<file path="src/rtl/mpd_prj_sel_if.sv">
// mpd_prj_sel_if: fabric/project side bus of the project selector.
// master = fabric/project side, slave = selector.
interface mpd_prj_sel_if #(
  parameter int NUM_PRJ = 4,
  parameter int SEL_W   = 2,
  parameter int OUT_W   = 128
);
  logic [SEL_W-1:0]         sel_i;
  logic                     usr_reset_i;
  logic [NUM_PRJ*OUT_W-1:0] prj_out_i;
  logic [OUT_W-1:0]         fab_uin_o;
  logic [NUM_PRJ-1:0]       prj_reset_o;
  logic [SEL_W-1:0]         active_o;
  logic                     switching_o;
  logic                     sel_err_o;
  logic                     heart_o;

  modport master (
    output sel_i, usr_reset_i, prj_out_i,
    input  fab_uin_o, prj_reset_o, active_o,
    input  switching_o, sel_err_o, heart_o
  );

  modport slave (
    input  sel_i, usr_reset_i, prj_out_i,
    output fab_uin_o, prj_reset_o, active_o,
    output switching_o, sel_err_o, heart_o
  );
endinterface

</file>
<file path="src/rtl/mpd_prj_sel.sv">
// mpd_prj_sel: user-project selector + reset sequencer with heartbeat.
// Optional MPD_PRJ_OUT_REG_EN registers fab_uin_o (one clock lag).
module mpd_prj_sel #(
  parameter int NUM_PRJ       = 4,
  parameter int SEL_W         = 2,
  parameter int OUT_W         = 128,
  parameter int RST_CYCLES    = 16,
  parameter int STABLE_CYCLES = 4,
  parameter int HEART_W       = 22
) (
  input  logic        clk,
  input  logic        reset,
  mpd_prj_sel_if.slave bus
);

  localparam int HW  = $clog2(RST_CYCLES);
  localparam int STW = (STABLE_CYCLES > 1) ?
                       $clog2(STABLE_CYCLES) : 1;
  localparam logic [HW-1:0]  RST_LD   = HW'(RST_CYCLES - 1);
  localparam logic [STW-1:0] STAB_MAX = STW'(STABLE_CYCLES - 1);
  localparam logic [SEL_W:0] NUM_L    = (SEL_W+1)'(NUM_PRJ);

  typedef enum logic [1:0] {
    HOLD,
    RUN,
    PARK
  } state_t;

  state_t             state_q, state_d;
  logic [SEL_W-1:0]   s1_q, s1_d;
  logic [SEL_W-1:0]   sel_s_q, sel_s_d;
  logic [STW-1:0]     stab_q, stab_d;
  logic [SEL_W-1:0]   sel_q, sel_d;
  logic [SEL_W-1:0]   tgt_q, tgt_d;
  logic [HW-1:0]      cnt_q, cnt_d;
  logic [SEL_W-1:0]   act_q, act_d;
  logic [HEART_W-1:0] heart_q, heart_d;
  logic [OUT_W-1:0]   mux;
  logic [NUM_PRJ-1:0] rst_vec;
  logic               sel_ok;
  logic               run;

  assign sel_ok = {1'b0, sel_q} < NUM_L;
  assign run    = (state_q == RUN);

  // synchronise sel_i and accept it once it has been stable long enough
  always_comb begin
    s1_d    = bus.sel_i;
    sel_s_d = s1_q;
    stab_d  = stab_q;
    sel_d   = sel_q;
    if (s1_q != sel_s_q) begin
      stab_d = '0;
    end else if (stab_q == STAB_MAX) begin
      sel_d = sel_s_q;
    end else begin
      stab_d = stab_q + 1'b1;
    end
  end

  // switch sequencing: blank + hold in reset, then run the target
  always_comb begin
    state_d = state_q;
    tgt_d   = tgt_q;
    cnt_d   = cnt_q;
    act_d   = act_q;
    unique case (state_q)
      HOLD: begin
        if (sel_ok && sel_q != tgt_q) begin
          tgt_d = sel_q;
          cnt_d = RST_LD;
        end else if (cnt_q == '0) begin
          state_d = RUN;
          act_d   = tgt_q;
        end else begin
          cnt_d = cnt_q - 1'b1;
        end
      end
      RUN: begin
        if (!sel_ok) begin
          state_d = PARK;
        end else if (sel_q != act_q) begin
          state_d = HOLD;
          tgt_d   = sel_q;
          cnt_d   = RST_LD;
        end
      end
      PARK: begin
        if (sel_ok) begin
          state_d = HOLD;
          tgt_d   = sel_q;
          cnt_d   = RST_LD;
        end
      end
      default: state_d = HOLD;
    endcase
  end

  // heartbeat free-runs and wraps
  always_comb begin
    heart_d = heart_q + 1'b1;
  end

  // output mux and per-project reset vector
  always_comb begin
    mux     = '0;
    rst_vec = '1;
    for (int k = 0; k < NUM_PRJ; k++) begin
      if (act_q == SEL_W'(k)) begin
        mux = bus.prj_out_i[k*OUT_W +: OUT_W];
        if (run) rst_vec[k] = bus.usr_reset_i;
      end
    end
  end

  // state registers
  always_ff @(posedge clk or posedge reset) begin
    if (reset) begin
      s1_q    <= '0;
      sel_s_q <= '0;
      stab_q  <= '0;
      sel_q   <= '0;
      state_q <= HOLD;
      tgt_q   <= '0;
      cnt_q   <= RST_LD;
      act_q   <= '0;
      heart_q <= '0;
    end else begin
      s1_q    <= s1_d;
      sel_s_q <= sel_s_d;
      stab_q  <= stab_d;
      sel_q   <= sel_d;
      state_q <= state_d;
      tgt_q   <= tgt_d;
      cnt_q   <= cnt_d;
      act_q   <= act_d;
      heart_q <= heart_d;
    end
  end

`ifdef MPD_PRJ_OUT_REG_EN
  logic [OUT_W-1:0] fab_q, fab_d;

  // registered bus: blanked one clock after leaving RUN
  always_comb begin
    fab_d = run ? mux : '0;
  end

  // output register
  always_ff @(posedge clk or posedge reset) begin
    if (reset) fab_q <= '0;
    else       fab_q <= fab_d;
  end

  assign bus.fab_uin_o = fab_q;
`else
  assign bus.fab_uin_o = run ? mux : '0;
`endif

  assign bus.prj_reset_o = rst_vec;
  assign bus.active_o    = act_q;
  assign bus.switching_o = !run;
  assign bus.sel_err_o   = (state_q == PARK) || !sel_ok;
  assign bus.heart_o     = heart_q[HEART_W-1];

endmodule

</file>
<file path="src/flat_wrapper.sv">
// flat-port wrapper written by rule: the top's interface ports become plain ports
module mpd_prj_sel_flat 
#(
  parameter int NUM_PRJ       = 4,
  parameter int SEL_W         = 2,
  parameter int OUT_W         = 128,
  parameter int RST_CYCLES    = 16,
  parameter int STABLE_CYCLES = 4,
  parameter int HEART_W       = 22
)
  (clk, reset, bus_sel_i, bus_usr_reset_i, bus_prj_out_i, bus_fab_uin_o, bus_prj_reset_o, bus_active_o, bus_switching_o, bus_sel_err_o, bus_heart_o);
  mpd_prj_sel_if #(.NUM_PRJ(NUM_PRJ), .SEL_W(SEL_W), .OUT_W(OUT_W)) bus_i ();
  input  logic clk;
  input  logic reset;
  input wire logic [$bits(bus_i.sel_i)-1:0] bus_sel_i;
  input wire logic [$bits(bus_i.usr_reset_i)-1:0] bus_usr_reset_i;
  input wire logic [$bits(bus_i.prj_out_i)-1:0] bus_prj_out_i;
  output wire logic [$bits(bus_i.fab_uin_o)-1:0] bus_fab_uin_o;
  output wire logic [$bits(bus_i.prj_reset_o)-1:0] bus_prj_reset_o;
  output wire logic [$bits(bus_i.active_o)-1:0] bus_active_o;
  output wire logic [$bits(bus_i.switching_o)-1:0] bus_switching_o;
  output wire logic [$bits(bus_i.sel_err_o)-1:0] bus_sel_err_o;
  output wire logic [$bits(bus_i.heart_o)-1:0] bus_heart_o;
  assign bus_i.sel_i = bus_sel_i;
  assign bus_i.usr_reset_i = bus_usr_reset_i;
  assign bus_i.prj_out_i = bus_prj_out_i;
  assign bus_fab_uin_o = bus_i.fab_uin_o;
  assign bus_prj_reset_o = bus_i.prj_reset_o;
  assign bus_active_o = bus_i.active_o;
  assign bus_switching_o = bus_i.switching_o;
  assign bus_sel_err_o = bus_i.sel_err_o;
  assign bus_heart_o = bus_i.heart_o;
  mpd_prj_sel #(.NUM_PRJ(NUM_PRJ), .SEL_W(SEL_W), .OUT_W(OUT_W), .RST_CYCLES(RST_CYCLES), .STABLE_CYCLES(STABLE_CYCLES), .HEART_W(HEART_W)) u_core (.clk(clk), .reset(reset), .bus(bus_i));
endmodule
</file>
<file path="config.mk">
export PLATFORM = sky130hd
export DESIGN_NAME = mpd_prj_sel_flat
export DESIGN_NICKNAME = d
export VERILOG_FILES = /design/src/rtl/mpd_prj_sel_if.sv /design/src/rtl/mpd_prj_sel.sv /design/src/flat_wrapper.sv
export SDC_FILE = /design/constraint.sdc
export NUM_CORES = 1
export LEC_CHECK = 0
export CELL_PAD_IN_SITES_DETAIL_PLACEMENT = 2
export CELL_PAD_IN_SITES_GLOBAL_PLACEMENT = 2
export CORE_AREA = 2 2 258 260
export DETAILED_ROUTE_END_ITERATION = 10
export DIE_AREA = 0 0 260 262
export HOLD_SLACK_MARGIN = 0.15
export PLACE_DENSITY = 0.59
export SLEW_MARGIN = 10
export SYNTH_ARGS = -nofsm -noshare
export SYNTH_HDL_FRONTEND = slang
export SYNTH_SLANG_ARGS = --single-unit
</file>
<file path="constraint.sdc">
create_clock -name clk -period 2.5 [get_ports clk]
set_input_delay 0.625 -clock clk [delete_from_list [all_inputs] [get_ports clk]]
set_output_delay 0.625 -clock clk [all_outputs]
set_load 0.05 [all_outputs]
</file>
# Word-level counts from Yosys, hierarchy flattened
# Index checks and enable logic that the tools add are counted.
[op_classes] eq_ne=15 n_mux=23 bitwise=2 n_reduce_logical=10 n_addsub=3
[ops] cell="$mux 128" n=5
[ops] cell="$add 22x1->22 const B" n=1
[ops] cell="$mux 2" n=7
[ops] cell="$mux 4" n=3
[ops] cell="$pmux 4 s3" n=1
[ops] cell="$reduce_and 3->1" n=4
[ops] cell="$eq 2x2->1 const B" n=4
[ops] cell="$ne 2x1->1 const B" n=3
[ops] cell="$ne 2x2->1" n=3
[ops] cell="$pmux 2 s3" n=1
[ops] cell="$mux 1" n=5
[ops] cell="$eq 2x1->1 const B" n=2
[ops] cell="$logic_not 2->1" n=2
[ops] cell="$logic_not 4->1" n=1
[ops] cell="$ne 2x2->1 const B" n=2
[ops] cell="$pmux 2 s2" n=1
[ops] cell="$sub 4x1->4 const B" n=1
[ops] cell="$ne 3x2->1 const B" n=1
[ops] cell="$reduce_bool 3->1" n=1
[ops] cell="$add 2x1->2 const B" n=1
[ops] cell="$not 1->1" n=2
[ops] cell="$reduce_and 2->1" n=1
[ops] cell="$logic_not 1->1" n=1
[totals] register_bits=40 inputBits=517 output_inout_bits=137

# Logic depth before layout (Yosys ltp)
[logic_depth] depth_word=6 depth_mapped=6 depth_no_buf=6

# Worst setup path after synthesis
# Ideal clock, no wire load.
[synth_path] kind="flip-flop to output port" startpoint="reg u_core.act_q[0] (netlist: u_core.bus.active_o[0])" endpoint="out bus_fab_uin_o[100]" path_slack_ns=-0.086 arrival_ns=1.961 stages_incl_launch_ff=6 path_cell_list="dfrtp_1 buf_6 buf_6 buf_6 mux4_2 and2_1"
[synth_between] elab_chain_cells=6 elab_cells_between_ends=9 classes_between="eq/ne (3); mux (5); reduce/logical (1)"
[synth_rtl] item="start, declared" line_no="mpd_prj_sel.sv:36" source="logic [SEL_W-1:0] act_q, act_d;"
[synth_rtl] item="start signal, assigned" line_no="mpd_prj_sel.sv:136" source="act_q <= act_d;"
[synth_rtl] item="$logic_not 2->1" line_no="mpd_prj_sel.sv:109" source="if (act_q == SEL_W'(k)) begin"
[synth_rtl] item="$mux 128 (3 in a row)" line_no="mpd_prj_sel.sv:109"
[synth_rtl] item="$mux 128 (*)" line_no="mpd_prj_sel.sv:109"
[synth_rtl] item="$mux 128 (*)" line_no="mpd_prj_sel.sv:157" source="assign bus.fab_uin_o = run ? mux : '0;"
[synth_rtl] item="end, declared" line_no="flat_wrapper.sv:18" source="output wire logic [$bits(bus_i.fab_uin_o)-1:0] bus_fab_uin_o;"
# Mark *: on every way between the ends. The rest lies on a longest branch, timed or not.

# Worst setup path after layout
[layout_path] startpoint="in bus_prj_out_i[122]" endpoint="out bus_fab_uin_o[122]"
[layout_between] elab_chain_cells=5
[layout_rtl] item="start, declared" line_no="flat_wrapper.sv:17" source="input wire logic [$bits(bus_i.prj_out_i)-1:0] bus_prj_out_i;"
[layout_rtl] item="$mux 128 (4 in a row)" line_no="mpd_prj_sel.sv:109"
[layout_rtl] item="$mux 128" line_no="mpd_prj_sel.sv:157"
# Every way passes these cells.

==> impl_metrics.env <==
export IMPL_via_per_inst=3.59
export IMPL_min_path_type="reg2reg"
export IMPL_peakVddDrop_mv=0.349
export IMPL_cellInternalPower_mw=3.34
export IMPL_power_frac_seq_pct=12.6
export IMPL_p_per_area_nw_per_um2=454
export IMPL_first_pass_iters=4
export IMPL_cellLeakagePower_nw=5.28
export IMPL_fin_util_pct=21.6
export IMPL_slowest_stage="mux4_2"
export IMPL_min_period_ns=2.72
export IMPL_worst_pin_slew_ns=0.554
export IMPL_clkLatencyLatePin_ns=0.28
export IMPL_vias=7143
export IMPL_start_util_pct=8.67
export IMPL_finalHoldViolCount=0
export IMPL_yosysWarningCount=0
export IMPL_area_growth_pct=150
export IMPL_grtUsageTotal_pct=14.5
export IMPL_grt_antenna_before_repair=44
export IMPL_routedWlPerCell_um=26.8
export IMPL_max_slew_margin_rel_pct=62.8
export IMPL_synth_seq_cells=39
export IMPL_synth_edf_count=0
export IMPL_violations="negative setup slack"
export IMPL_async_flop_share_pct=100
export IMPL_tns_ns=-9.74
export IMPL_synth_cell_type_count=38
export IMPL_drv_cap=0
export IMPL_status="finished with violations"
export IMPL_ios=654
export IMPL_cts_root_buf="clkbuf_16"
export IMPL_arrival_ns=2.09
export IMPL_die_area_um2=68100
export IMPL_fin_area_um2=14100
export IMPL_required_ns=1.88
export IMPL_syn_inst=446
export IMPL_setup_viol=126
export IMPL_synth_seq_area_share_pct=17.3
export IMPL_dp_hpwl_um=47100
export IMPL_numPortBuffers=652
export IMPL_placed_cells=1954
export IMPL_worst_slack_ns=-0.218
export IMPL_switchingPower_mw=3.08
export IMPL_drive_gt1_share_pct=36.3
export IMPL_swShare_pct=48.0
export IMPL_fin_nets=1629
export IMPL_setup_worst_path_class="in2out"
export IMPL_combPwrFrac_pct=77.5
export IMPL_max_stage_delay_ns=0.58
export IMPL_synthesis_nets=966
export IMPL_synth_area_um2=5660
export IMPL_crit_path_start_kind="primary input"
export IMPL_clkSlewWorstSetupHoldPaths_ns=0.05
export IMPL_placementRows=94
export IMPL_htree_num_levels=2
export IMPL_cts_tree="built"
export IMPL_grt_pass1_wl_um=68200
export IMPL_fin_skew_ns=0.00665
export IMPL_drt_iter0_drc=318
export IMPL_die_x_um=260
export IMPL_gp_congestion=1.03
export IMPL_avgSynthCellArea_um2=12.7
export IMPL_clock_path_buffers=2
export IMPL_grt_setup_unrepaired="yes"
export IMPL_gr_total_overflow=0
export IMPL_final_antenna_net_count=0
export IMPL_grt_pass1_vias=7985
export IMPL_finalCritPeriodShare_pct=109
export IMPL_critical_path_peak_fanout=1
export IMPL_p_clk_share_pct=9.9
export IMPL_cts_buffers=5
export IMPL_slew_violations=0
export IMPL_place_area_um2=13200
export IMPL_drc_errors=0
export IMPL_dieHeight_um=262
export IMPL_synth_flop_cell="dfrtp_1"
export IMPL_clock_sinks=39
export IMPL_fmax_mhz=368
export IMPL_instances_no_fill=1989
export IMPL_core_um2=65300
export IMPL_drt_total_wl_um=53200
export IMPL_grt_max_degree=64
export IMPL_crit_chain="clkdlybuf4s50_1 > mux4_2 > and2_4 > buf_12"
export IMPL_crit_path_end_kind="output pin"
-- final cells by class --
| class | instances | area [um2] |
|---|---|---|
| clock inverters | 1 | 5.00 |
| flip-flops and latches | 39 | 992 |
| repair buffers | 701 | 7290 |
| well taps | 864 | 1080 |
| clock buffers | 6 | 139 |
| fillers | 7237 | 51100 |
| inverters | 8 | 30.0 |
| multi-input cells | 354 | 4560 |
| diodes | 16 | 40.0 |
-- per-stage QoR --
stage	hold WS [ns]	power (mW)	setup WS [ns]
4_1_cts	0.398	6.34	-0.220
2_1_floorplan	0.373	3.25	0.0537
3_5_place_dp	0.385	5.41	-0.243
6_report	0.392	6.41	-0.218
5_1_grt	0.413	6.69	-0.237
3_3_place_gp	0.382	5.35	-0.262
-- cell usage in the layout (no fill, tap or decap), drive strengths merged, types with 2 or more instances in the layout --
master and count:
clkdlybuf4s50 500, buf 182, mux4 128, and2 128, dfrtp 35, diode 16
xnor2 15, dlygate4sd2 14, xor2 12, nand3 10, nor2 10, inv 8
clkbuf 8, and3 7, nand2 7, mux2 6, nand4 5, dfstp 4
nor3 4, ha 3, dlymetal6s2s 3, or3 2
-- per-layer routing --
layer | GRT usage [%] | vias up | wire length [um]
met5 | 0 | - | 59
met2 | 26.4 | 359 | 27800
li1 | - | 3094 | -
met3 | 4.54 | 53 | 4800
met4 | 3.42 | 10 | 978
met1 | 16.6 | 3627 | 19600
-- path summary, 6_finish.rpt --
| kind | slack [ns] | end | startpoint | depth (start not counted) |
|---|---|---|---|---|
| worst max register to register | 0.46 | u_core.bus.active_o[1]$_DFFE_PP0P_ | u_core.cnt_q[0]$_DFFE_PP1P_ | 5 |
| worst min-delay path | 0.39 | u_core.sel_s_q[0]$_DFF_PP0_ | u_core.s1_q[0]$_DFF_PP0_ | 0 |
| worst max-delay path | -0.22 | bus_fab_uin_o[122] | bus_prj_out_i[122] | 4 |
| min in group asynchronous | 0.63 | u_core.stab_q[0]$_DFFE_PP0N_ | reset | 2 |
| max in group asynchronous | 1.31 | u_core.cnt_q[2]$_DFFE_PP1P_ | reset | 3 |
| worst min register to register | 0.39 | u_core.sel_s_q[0]$_DFF_PP0_ | u_core.s1_q[0]$_DFF_PP0_ | 0 |
-- state kept, by name, indices dropped and copies added, names as in the netlist --
name,count
u_core.cnt_q,4
u_core.bus.active_o,2
u_core.s1_q,2
u_core.heart_q,22
u_core.sel_q,2
u_core.state_q,1
u_core.stab_q,2
u_core.tgt_q,2
u_core.sel_s_q,2
-- worst max-delay path: cells and delay by family --
kind	cells	cell delay, ns
muxes	1	0.58
and+or+nand+nor	1	0.20
buffers and inverters	2	0.66
-- synth_stat cells, types with 7 or more instances --
library cell    n  area [um2]
and2_1        128         801
mux4_2        128        2880
dfrtp_1        35         876
clkbuf_1       20        75.1
buf_2          15        75.1
xnor2_1        15         131
xor2_1         12         105
nand3_1        10        50.1
nor2_1         10        37.5
buf_6           9         101
inv_1           8        30.0
and3_1          7        43.8
nand2_1         7        26.3
-- kinds of logic after synthesis --
family          share of synthesized area [%]
flops                                    17.3
mux                                      52.3
fa+ha+maj                               0.664
simple gates                             19.5
other cells                            0.0663
xor+xnor                                 4.18
buf+inv                                  5.11
compound gates                          0.841
-- what timing repair did --
action	CTS	global route
pin swaps	0	0
hold buffers	0	0
gates cloned	0	3
resized for setup	120	66
setup buffers	8	1
endpoints found under the setup margin	125	129
-- power groups by stage --
stage	logic (mW)	clock network (mW)	registers (mW)
after global routing	5.19	0.669	0.824
after detailed placement	4.59	0	0.818
after CTS	4.87	0.657	0.808
after global placement	4.53	0	0.811
after floorplan	2.50	0	0.757
final	4.97	0.634	0.807
No activity file was read; power rests on OpenSTA's default activity.
